--- src/rtl/risky_pkg.sv ---
// Shared definitions for the risky single-cycle RISC core.
// Contents: size constants, opcode enum, register indices R0..R7,
// NOP_INST/HALT_INST instruction constants and the LOADC_INST encoder.
// Instruction layout: op=inst[15:11], rd=inst[10:8], ra=inst[5:3], rb=inst[2:0],
// shift amount inst[4:0], LOADC immediate inst[7:0], branch offset inst[5:0].
package risky_pkg;

  localparam int INSTRUCTION_SIZE = 16;
  localparam int ADDRESS_SIZE     = 10;
  localparam int DATA_SIZE        = 32;
  localparam int REG_COUNT        = 8;
  localparam int REG_SEL_SIZE     = 3;

  typedef enum logic [4:0] {
    OP_NOP   = 5'b00000,
    OP_ADD   = 5'b00001,
    OP_SUB   = 5'b00010,
    OP_AND   = 5'b00011,
    OP_OR    = 5'b00100,
    OP_XOR   = 5'b00101,
    OP_NAND  = 5'b00110,
    OP_NOR   = 5'b00111,
    OP_XNOR  = 5'b01000,
    OP_SHL   = 5'b01001,
    OP_SHR   = 5'b01010,
    OP_SAR   = 5'b01011,
    OP_LOADC = 5'b01100,
    OP_LOAD  = 5'b01101,
    OP_STORE = 5'b01110,
    OP_JMP   = 5'b01111,
    OP_JMPR  = 5'b10000,
    OP_BEQZ  = 5'b10001,
    OP_BNEZ  = 5'b10010,
    OP_MUL   = 5'b10011,
    OP_HALT  = 5'b11111
  } opcode_t;

  typedef enum logic [REG_SEL_SIZE-1:0] {
    R0 = 3'd0, R1 = 3'd1, R2 = 3'd2, R3 = 3'd3,
    R4 = 3'd4, R5 = 3'd5, R6 = 3'd6, R7 = 3'd7
  } reg_idx_t;

  localparam logic [INSTRUCTION_SIZE-1:0] NOP_INST  = 16'h0000;
  localparam logic [INSTRUCTION_SIZE-1:0] HALT_INST = 16'hFFFF;

  // Encode "LOADC rd, imm": opcode, destination, 8-bit immediate.
  function automatic logic [INSTRUCTION_SIZE-1:0] LOADC_INST(
    input logic [REG_SEL_SIZE-1:0] rd,
    input logic [7:0]              imm
  );
    return {5'(OP_LOADC), rd, imm};
  endfunction

endpackage

--- src/rtl/risky_alu.sv ---
// Combinational ALU of the risky core.
// Ports:
//   op     in  opcode_t  decoded opcode
//   a      in  32        first operand (ra for logic/arith, rd for shifts)
//   b      in  32        second operand (rb)
//   shamt  in  5         shift amount
//   result out 32        operation result, 0 for non-ALU opcodes
// Optional feature: CORE_MUL_EN adds MUL (low 32 bits of a*b).
module risky_alu
  import risky_pkg::*;
(
  input  opcode_t              op,
  input  logic [DATA_SIZE-1:0] a,
  input  logic [DATA_SIZE-1:0] b,
  input  logic [4:0]           shamt,
  output logic [DATA_SIZE-1:0] result
);

  // Operation select; arithmetic wraps modulo 2^32, no flags.
  always_comb begin
    result = 32'd0;
    case (op)
      OP_ADD:  result = a + b;
      OP_SUB:  result = a - b;
      OP_AND:  result = a & b;
      OP_OR:   result = a | b;
      OP_XOR:  result = a ^ b;
      OP_NAND: result = ~(a & b);
      OP_NOR:  result = ~(a | b);
      OP_XNOR: result = ~(a ^ b);
      OP_SHL:  result = a << shamt;
      OP_SHR:  result = a >> shamt;
      OP_SAR:  result = $unsigned($signed(a) >>> shamt);
`ifdef CORE_MUL_EN
      OP_MUL:  result = a * b;
`else
`endif
      default: result = 32'd0;
    endcase
  end

endmodule

--- src/rtl/risky_core.sv ---
// Single-cycle 8x32-bit register RISC core, one instruction per clock.
// Ports:
//   clock        in   1   rising-edge clock
//   reset        in   1   asynchronous, active-low
//   instruction  in   16  word fetched at pc, used in the same cycle
//   pc           out  10  program counter (registered)
//   read         out  1   data-memory read strobe
//   write        out  1   data-memory write strobe
//   address      out  10  data-memory address
//   data_out     out  32  store data
//   data_in      in   32  load data, valid while read is high
// Optional feature: define CORE_MUL_EN to execute opcode 10011 as MUL;
// otherwise it decodes as NOP.
module risky_core
  import risky_pkg::*;
(
  input  logic                        clock,
  input  logic                        reset,
  input  logic [INSTRUCTION_SIZE-1:0] instruction,
  output logic [ADDRESS_SIZE-1:0]     pc,
  output logic                        read,
  output logic                        write,
  output logic [ADDRESS_SIZE-1:0]     address,
  output logic [DATA_SIZE-1:0]        data_out,
  input  logic [DATA_SIZE-1:0]        data_in
);

  logic [DATA_SIZE-1:0]    regs [REG_COUNT];
  logic                    halted;

  opcode_t                 op;
  logic [REG_SEL_SIZE-1:0] rd_idx;
  logic [REG_SEL_SIZE-1:0] ra_idx;
  logic [REG_SEL_SIZE-1:0] rb_idx;
  logic [DATA_SIZE-1:0]    rd_val;
  logic [DATA_SIZE-1:0]    ra_val;
  logic [DATA_SIZE-1:0]    rb_val;
  logic [DATA_SIZE-1:0]    alu_a;
  logic [DATA_SIZE-1:0]    alu_result;
  logic [ADDRESS_SIZE-1:0] pc_inc;
  logic [ADDRESS_SIZE-1:0] pc_rel;
  logic [ADDRESS_SIZE-1:0] next_pc;
  logic                    wr_en;
  logic [DATA_SIZE-1:0]    wr_data;
  logic                    set_halt;
  logic                    mem_rd;
  logic                    mem_wr;
  logic [ADDRESS_SIZE-1:0] mem_addr;
  logic [DATA_SIZE-1:0]    mem_dout;

  assign op     = opcode_t'(instruction[15:11]);
  assign rd_idx = instruction[10:8];
  assign ra_idx = instruction[5:3];
  assign rb_idx = instruction[2:0];
  assign rd_val = regs[rd_idx];
  assign ra_val = regs[ra_idx];
  assign rb_val = regs[rb_idx];

  // pc arithmetic wraps naturally at the 10-bit width.
  assign pc_inc = pc + 10'd1;
  assign pc_rel = pc + {{4{instruction[5]}}, instruction[5:0]};

  // Shifts operate on rd in place; everything else reads ra.
  always_comb begin
    alu_a = ra_val;
    case (op)
      OP_SHL, OP_SHR, OP_SAR: alu_a = rd_val;
      default:                alu_a = ra_val;
    endcase
  end

  risky_alu u_alu (
    .op     (op),
    .a      (alu_a),
    .b      (rb_val),
    .shamt  (instruction[4:0]),
    .result (alu_result)
  );

  // Decode: next pc, register write-back, halt request and memory access.
  always_comb begin
    next_pc  = pc_inc;
    wr_en    = 1'b0;
    wr_data  = 32'd0;
    set_halt = 1'b0;
    mem_rd   = 1'b0;
    mem_wr   = 1'b0;
    mem_addr = 10'd0;
    mem_dout = 32'd0;
    if (!halted) begin
      case (op)
        OP_ADD, OP_SUB, OP_AND, OP_OR, OP_XOR, OP_NAND, OP_NOR, OP_XNOR,
        OP_SHL, OP_SHR, OP_SAR: begin
          wr_en   = 1'b1;
          wr_data = alu_result;
        end
`ifdef CORE_MUL_EN
        OP_MUL: begin
          wr_en   = 1'b1;
          wr_data = alu_result;
        end
`else
`endif
        OP_LOADC: begin
          wr_en   = 1'b1;
          wr_data = {24'd0, instruction[7:0]};
        end
        OP_LOAD: begin
          mem_rd   = 1'b1;
          mem_addr = rb_val[ADDRESS_SIZE-1:0];
          wr_en    = 1'b1;
          wr_data  = data_in;
        end
        OP_STORE: begin
          mem_wr   = 1'b1;
          mem_addr = rd_val[ADDRESS_SIZE-1:0];
          mem_dout = rb_val;
        end
        OP_JMP:  next_pc = rb_val[ADDRESS_SIZE-1:0];
        OP_JMPR: next_pc = pc_rel;
        OP_BEQZ: begin
          if (rd_val == 32'd0) begin
            next_pc = pc_rel;
          end else begin
            next_pc = pc_inc;
          end
        end
        OP_BNEZ: begin
          if (rd_val != 32'd0) begin
            next_pc = pc_rel;
          end else begin
            next_pc = pc_inc;
          end
        end
        // HALT leaves pc pointing at itself.
        OP_HALT: begin
          set_halt = 1'b1;
          next_pc  = pc;
        end
        default: next_pc = pc_inc;
      endcase
    end else begin
      next_pc = pc;
    end
  end

  // Memory interface is forced quiet while reset is asserted.
  always_comb begin
    if (reset) begin
      read     = mem_rd;
      write    = mem_wr;
      address  = mem_addr;
      data_out = mem_dout;
    end else begin
      read     = 1'b0;
      write    = 1'b0;
      address  = 10'd0;
      data_out = 32'd0;
    end
  end

  // Architectural state: pc, halt flag and register file.
  always_ff @(posedge clock or negedge reset) begin
    if (!reset) begin
      pc     <= 10'd0;
      halted <= 1'b0;
      for (int i = 0; i < REG_COUNT; i++) begin
        regs[i] <= 32'd0;
      end
    end else begin
      pc     <= next_pc;
      halted <= halted | set_halt;
      if (wr_en) begin
        regs[rd_idx] <= wr_data;
      end else begin
        regs[rd_idx] <= regs[rd_idx];
      end
    end
  end

endmodule

--- config.mk ---
export PLATFORM = sky130hd
export DESIGN_NAME = risky_core
export DESIGN_NICKNAME = d
export VERILOG_FILES = /design/src/rtl/risky_pkg.sv /design/src/rtl/risky_alu.sv /design/src/rtl/risky_core.sv
export SDC_FILE = /design/constraint.sdc
export NUM_CORES = 1
export LEC_CHECK = 0
export BUFFER_PORTS_ARGS = -buffer_cell sky130_fd_sc_hd__buf_2
export CAP_MARGIN = 20
export CORE_UTILIZATION = 62
export DETAILED_ROUTE_END_ITERATION = 7
export PLACE_DENSITY = 0.8
export SLEW_MARGIN = 20
export SYNTH_ARGS = -nofsm -noshare
export SYNTH_HDL_FRONTEND = slang
export SYNTH_HIERARCHICAL = 1
export SYNTH_SLANG_ARGS = --single-unit
--- constraint.sdc ---
create_clock -name clock -period 5.8 [get_ports clock]
set_input_delay 0.87 -clock clock [delete_from_list [all_inputs] [get_ports clock]]
set_output_delay 0.87 -clock clock [all_outputs]
set_load 0.1 [all_outputs]
==> summary.md, run 1 <==
| Metric | Value |
|---|---|
| Outcome | `complete, no violations` |
| # IOs | `104` |
| Syn Std Cell Area | `25,700 µm²` |
| Period minus WS final | `5.74 ns` |
| H-tree levels | `1` |
| Final wirelength | `107,000 µm` |
| Layout Skew | `0.0561 ns` |
| Final setup vio count | `0` |
| Final worst slack | `0.0607 ns` |
| Internal | `7.67 mW` |
| Slew Limit Fails | `0` |
| Grt ovf | `0` |
| Pre-CTS WS | `-0.676 ns` |
| Crit path max fanout | `8` |
| Post-Place Cells | `3,648` |
| Top post-synthesis cells by count | `395 x nand2_1, 393 x o21ai_0, 267 x dfrtp_1` |
| First-pass GRT wire length | `158,000 µm` |
| FF+latch count, synth | `267` |
| CP startpoint | `instruction[0]` |
| Relative slew slack | `22.3%` |
| FP Rows | `74` |
| Worst hold margin | `0.153 ns` |
| Via-per-instance ratio | `7.39` |
| Share of post-route cells with drive strength above 1 | `29.0%` |
| Fraction of power spent switching nets | `45.9%` |
| Fin. Hold Viols | `0` |
| Setup TNS | `0 ns` |
| Worst setup EP type | `flop` |
| DR vias | `27,500` |
| Yosys top cell by area | `dfrtp_1` |
| Peak supply drop | `0.370 mV` |
| FFs w/ async S/R, synth | `100%` |
| Final core utilization | `74.9%` |
| Post-synth EDFFs | `0` |
| Drt wl/cell | `28.7 µm` |
| Synthesis warning total | `6` |
| Comb pwr share | `62.7%` |
| Post-Synthesis Cells | `2,835` |
| Max Fclk | `0.174 GHz` |
| Average cell area after synthesis | `9.07 µm²` |
| Largest cells by area after synthesis | `dfrtp_1 26%, mux4_2 18%, o21ai_0 7.6%` |
| Layout Nets | `3,318` |
| Lkg Pwr | `13.5 nW` |
| CP peak stage delay | `0.53 ns` |
| CTS Buf Count | `29` |
| Power per cell area | `462 nW/µm²` |
| Die area | `42,300 µm²` |
| CP arrival | `6.15 ns` |
| Starting Density | `62.9%` |
| Final Total Pwr | `14.2 mW` |
| Longest Clk Path Bufs | `3` |
| Height of the die | `206 µm` |
| Required time worst endpoint | `6.21 ns` |
| Synth Net Count | `2,993` |
| Synth Flop Type | `dfrtp_1` |
| Crit path kind | `in2reg` |
| Worst reg2reg path depth | `25` |
| RSZ-0062 raised after global routing | `yes` |
| First-pass DRT Iterations | `8` |
| Area grow syn2layout | `19.2%` |
| Pin count of the biggest net entering global routing | `199` |
| Initial drt markers | `3,957` |
| Post-DP Area | `29,300 µm²` |
| Count leader, synth | `nand2_1` |
| NetSw | `6.50 mW` |
| Core ar. | `40,900 µm²` |
| Period utilisation layout | `99.0%` |
| Seq/Total Area, Yosys | `26.0%` |
| TritonCTS clock tree | `done` |
| Crit-path slowest cell | `mux4_2` |
| Clk root buf | `clkbuf_16` |
| Most used cell, CP | `buf_4` |
| Input/output buffers | `103` |
| RePlAce Congestion | `1.08` |
| Post-route design area | `30,700 µm²` |
| DRC | `0` |
| Sequential share of power | `23.9%` |
| Clk_lat worst skew | `0.61 ns` |
| Worst-margin pin slew | `1.16 ns` |
| Clock group share of total power | `13.4%` |
| Netlist cell types | `86` |
| Die Width | `206 µm` |
| Reg clk slew, reported paths | `0.08 ns` |
| Non-Filler Instances | `3,719` |
| Global Route Usage Sum | `50.0%` |
| Critical Path Start Type | `input port` |
| Total clock sinks | `267` |
| Post-DRT Antenna Nets | `0` |
| Vias in the first global route | `26,100` |
| MaxCap Viol Count | `0` |
| Reg2reg start | `regs[41]$_DFFE_PN0P_` |
| Post-detail-place hpwl | `75,600 µm` |
| Worst hold path type | `in2async` |
| Post-synth top area share | `26.0%` |
| Initial antenna violation count | `5` |
path summary, 6_finish.rpt:
| check | to | slack (ns) |
|---|---|---|
| hold reg to reg | regs[104]$_DFFE_PN0P_ | 0.54 |
| hold / removal | pc[7]$_DFFE_PN0P_ | 0.15 |
| setup reg to reg | regs[220]$_DFFE_PN0P_ | 0.16 |
| setup / recovery | regs[220]$_DFFE_PN0P_ | 0.06 |
| min in group clock | regs[104]$_DFFE_PN0P_ | 0.54 |
| max in group asynchronous | regs[249]$_DFFE_PN0P_ | 4.06 |
cell type report:
type | instances | area (µm²)
repair buffers | 526 | 4050
multi-input cells | 2240 | 17900
inverters | 96 | 360
well taps | 532 | 666
diodes | 4 | 10.0
clock inverters | 11 | 76.3
fillers | 2804 | 10300
clock buffers | 43 | 888
flip-flops and latches | 267 | 6680
kinds of logic after synthesis:
kind of cell	share of synthesized area, %
AOI/OAI and AO/OA	20.4
xor gates and xnor gates	2.18
adders and majority gates	5.31
buffers and inverters	5.14
DFF	26.0
muxes	27.3
and+or+nand+nor	13.7
worst max-delay path, delay by kind of cell:
family                   cells  cell delay, ns
AND/OR/NAND/NOR              7            1.09
XOR/XNOR                     1            0.13
adder cells (fa/ha/maj)      1            0.33
AO/OA/AOI/OAI                7            1.50
multiplexers                 2            0.79
buffers and inverters        9            1.43
power by group through the flow:
stage	clock network, mW	registers (mW)	logic [mW]
4_1_cts	1.87	3.31	8.40
3_3_place_gp	0	3.21	8.05
6_report	1.89	3.39	8.88
2_1_floorplan	0	3.18	4.86
3_5_place_dp	0	3.32	8.29
5_1_grt	1.95	3.43	9.35
flip-flops by register name (all words and copies together), names as in the netlist:
register	count
halted	1
regs	256
pc	10
timing repair:
action | in CTS | in global routing
hold buffers | 0 | 0
cloned | 1 | 1
pin swaps | 0 | 10
endpoints found under the setup margin | 20 | 105
setup buffers | 0 | 9
resized for setup | 7 | 38
per-layer routing:
layer / vias up / share of wire [%] / GRT usage (%)
li1: 11300 / - / -
met1: 13100 / 33 / 61.7
met2: 2449 / 43 / 74.4
met3: 651 / 15 / 16.9
met4: 2 / 8.4 / 33.3
met5: - / 0.011 / 0
cell usage in the layout, fill, tap and decap left out, drive strengths merged, types with 25 or more instances in the layout:
master	Yosys	final
buf	64	524
o21ai	405	405
nand2	397	397
dfrtp	267	267
mux4	226	226
nor2	197	197
a21oi	180	180
mux2i	115	115
ha	106	106
inv	94	96
mux2	63	63
xnor2	53	53
clkbuf	168	44
nor3	39	39
nand3	36	36
nor2b	28	28
o22ai	28	28
nand2b	26	26
a221o	25	25
a22oi	25	25
(Power assumes the default switching activity.)
==> run 2, diff against run 1 <==
--- a/config.mk
+++ b/config.mk
@@ -10,6 +10,7 @@
 export CORE_UTILIZATION = 62
 export DETAILED_ROUTE_END_ITERATION = 7
 export PLACE_DENSITY = 0.8
+export SETUP_SLACK_MARGIN = 0.15
 export SLEW_MARGIN = 20
 export SYNTH_ARGS = -nofsm -noshare
 export SYNTH_HDL_FRONTEND = slang
==> run 2 against run 1 <==
  * Utilization increased by 0.18 points
  * Power rose by 0.90%
  * Clock skew is 0.044 ns lower
  * Global-route usage grew 0.41 points
  * Highest routed layer unchanged
  * Flip-flop and latch count did not move
  * Clock-buffer cell count is 7 lower
  * Sequential share of layout area about the same
  * Final area up 0.24%
  * Register-to-register slack gained 0.10 ns
  * Critical path depth decreased by 1
==> summary.md, run 2 (synthesized netlist as in run 1, its figures left out) <==
| Metric | Value |
|---|---|
| Drt wl/cell | `28.6 µm (-0.56%)` |
| Worst hold margin | `0.301 ns (+0.148 ns)` |
| Layout Skew | `0.0116 ns (-0.0445 ns)` |
| Final core utilization | `75.1% (+0.18 points)` |
| CTS Buf Count | `29 (unchanged)` |
| First-pass DRT Iterations | `7 (-1)` |
| Lkg Pwr | `13.6 nW (+0.35%)` |
| First-pass GRT wire length | `159,000 µm (+1.2%)` |
| Final Total Pwr | `14.3 mW (+0.90%)` |
| Most common cell after layout, fill and taps aside | `buf_4` |
| Worst-margin pin slew | `1.33 ns (+0.173 ns)` |
| Non-Filler Instances | `3,724 (+0.13%)` |
| Outcome | `complete, no violations` |
| Power per cell area | `465 nW/µm² (+0.66%)` |
| Die area | `42,300 µm² (unchanged)` |
| Core ar. | `40,900 µm² (unchanged)` |
| Most frequent cells in the layout | `417 x buf_4, 387 x nand2_1, 374 x o21ai_0` |
| Worst setup EP type | `flop` |
| FP Rows | `74 (unchanged)` |
| Routed length on met2 | `46,000 µm (-0.56%)` |
| DR vias | `27,800 (+1.2%)` |
| # IOs | `104 (unchanged)` |
| Final wirelength | `106,000 µm (-0.42%)` |
| Slew Limit Fails | `0 (unchanged)` |
| Uppermost layer routed | `met5` |
| DRC | `0 (unchanged)` |
| Setup TNS | `0 ns (unchanged)` |
| Post-DRT Antenna Nets | `0 (unchanged)` |
| Period utilisation layout | `96.3% (-2.7 points)` |
| Reg clk slew, reported paths | `0.06 ns (-0.02 ns)` |
| Post-detail-place hpwl | `75,400 µm (-0.22%)` |
| Grt ovf | `0 (unchanged)` |
| Relative slew slack | `11.3% (-11 points)` |
| RePlAce Congestion | `1.14 (+5.5%)` |
| Pin count of the biggest net entering global routing | `175 (-12%)` |
| Clk_lat worst skew | `0.58 ns (-0.03 ns)` |
| MaxCap Viol Count | `0 (unchanged)` |
| Total clock sinks | `267 (unchanged)` |
| TritonCTS clock tree | `done` |
| Peak supply drop | `0.314 mV (-15%)` |
| RSZ-0062 raised after global routing | `yes` |
| Initial drt markers | `4,758 (+20%)` |
| Area grow syn2layout | `19.5%` |
| Input/output buffers | `103 (unchanged)` |
| Via-per-instance ratio | `7.47 (+1.0%)` |
| Critical Path Start Type | `input port` |
| Crit path max fanout | `8 (unchanged)` |
| Fin. Hold Viols | `0 (unchanged)` |
| Period minus WS final | `5.58 ns (-0.155 ns)` |
| Max FFs per register | `256 (unchanged)` |
| Post-Place Cells | `3,664 (+0.44%)` |
| Longest Clk Path Bufs | `3 (unchanged)` |
| Global Route Usage Sum | `50.4% (+0.41 points)` |
| Layout Nets | `3,329 (+0.33%)` |
| Worst hold path type | `in2async` |
| Top flop regs | `regs (256), pc (10), halted (1)` |
| CP arrival | `6.06 ns (-0.09 ns)` |
| Final setup vio count | `0 (unchanged)` |
| Share of post-route cells with drive strength above 1 | `29.4% (+0.37 points)` |
| Required time worst endpoint | `6.28 ns (+0.07 ns)` |
| Initial antenna violation count | `2 (-3)` |
| Largest Register | `regs` |
| Routed wl met3 | `16,100 µm (+1.1%)` |
| Die Width | `206 µm (unchanged)` |
| Starting Density | `62.9% (unchanged)` |
| Height of the die | `206 µm (unchanged)` |
| Max Fclk | `0.179 GHz (+2.8%)` |
| Met1 wire length | `35,200 µm (-1.6%)` |
| Vias in the first global route | `26,500 (+1.6%)` |
| Post-CTS Hold Fix Bufs | `0 (unchanged)` |
| H-tree levels | `1 (unchanged)` |
| Crit path kind | `in2reg` |
| Clk root buf | `clkbuf_16` |
==> run 2: routing by layer <==
| layer | up-vias | global-route usage [%] |
|---|---|---|
| met4 | 4 | 33.3 |
| met3 | 733 | 16.9 |
| met2 | 2563 | 75.0 |
| met1 | 13200 | 62.5 |
| met5 | - | 0.714 |
| li1 | 11300 | - |
==> run 2: metrics by stage <==
stage               instance area [µm²]  worst slack, ns
CTS                               30500            0.161
global route                      30700           0.0934
finish                            30700            0.216
floorplan                         25800            0.158
detailed placement                29500           -0.701
global placement                  29500           -0.563
==> run 2: area by class of cell <==
type                       instances  area [µm²]
multi-input combinational       2240       18000
clock buffer                      36         792
fill                            2847       10200
sequential                       267        6680
tap                              532         666
clock inverter                    15         164
antenna                            1        2.50
timing repair buffer             537        4070
inverter                          96         360
==> run 2: timing repair <==
action,in CTS,in global routing
pin swaps,3,23
gates cloned,1,1
gates resized for setup,11,53
endpoints found under the setup margin,112,112
buffers inserted,1,5
==> run 2: power breakdown <==
group	leakage, nW	switching, mW	internal [mW]
clock	0.476	0.795	1.10
sequential	3.44	0.854	2.53
combinational	9.68	4.87	4.15
==> run 2: critical path: stages <==
cell and delay, ns:
clkbuf_16 0.15, mux4_2 0.53, mux2i_1 0.24, inv_1 0.10
inv_1 0.09, nand3_1 0.14, or3_1 0.43, buf_4 0.20
nand2_1 0.08, xnor2_1 0.12, ha_1 0.29, a21oi_1 0.28
buf_4 0.16, nand2_1 0.05, o211ai_1 0.27, a21oi_1 0.11
buf_4 0.18, a41oi_4 0.28, o41ai_4 0.09, a31oi_1 0.28
mux2_2 0.37, o21ai_1 0.13, a221o_1 0.17, o21ai_0 0.08
buf_4 0.17, o21ai_0 0.18
==> run 2: worst paths after layout <==
path | from | to | slack (ns) | cells after the start
setup reg to reg | regs[133]$_DFFE_PN0P_ | regs[28]$_DFFE_PN0P_ | 0.26 | 25
hold reg to reg | regs[178]$_DFFE_PN0P_ | regs[178]$_DFFE_PN0P_ | 0.52 | 2
setup / recovery | instruction[0] | regs[28]$_DFFE_PN0P_ | 0.22 | 26
hold / removal | reset | pc[2]$_DFFE_PN0P_ | 0.30 | 1
max in group asynchronous | reset | regs[82]$_DFFE_PN0P_ | 4.03 | 2
min in group clock | regs[178]$_DFFE_PN0P_ | regs[178]$_DFFE_PN0P_ | 0.52 | 2
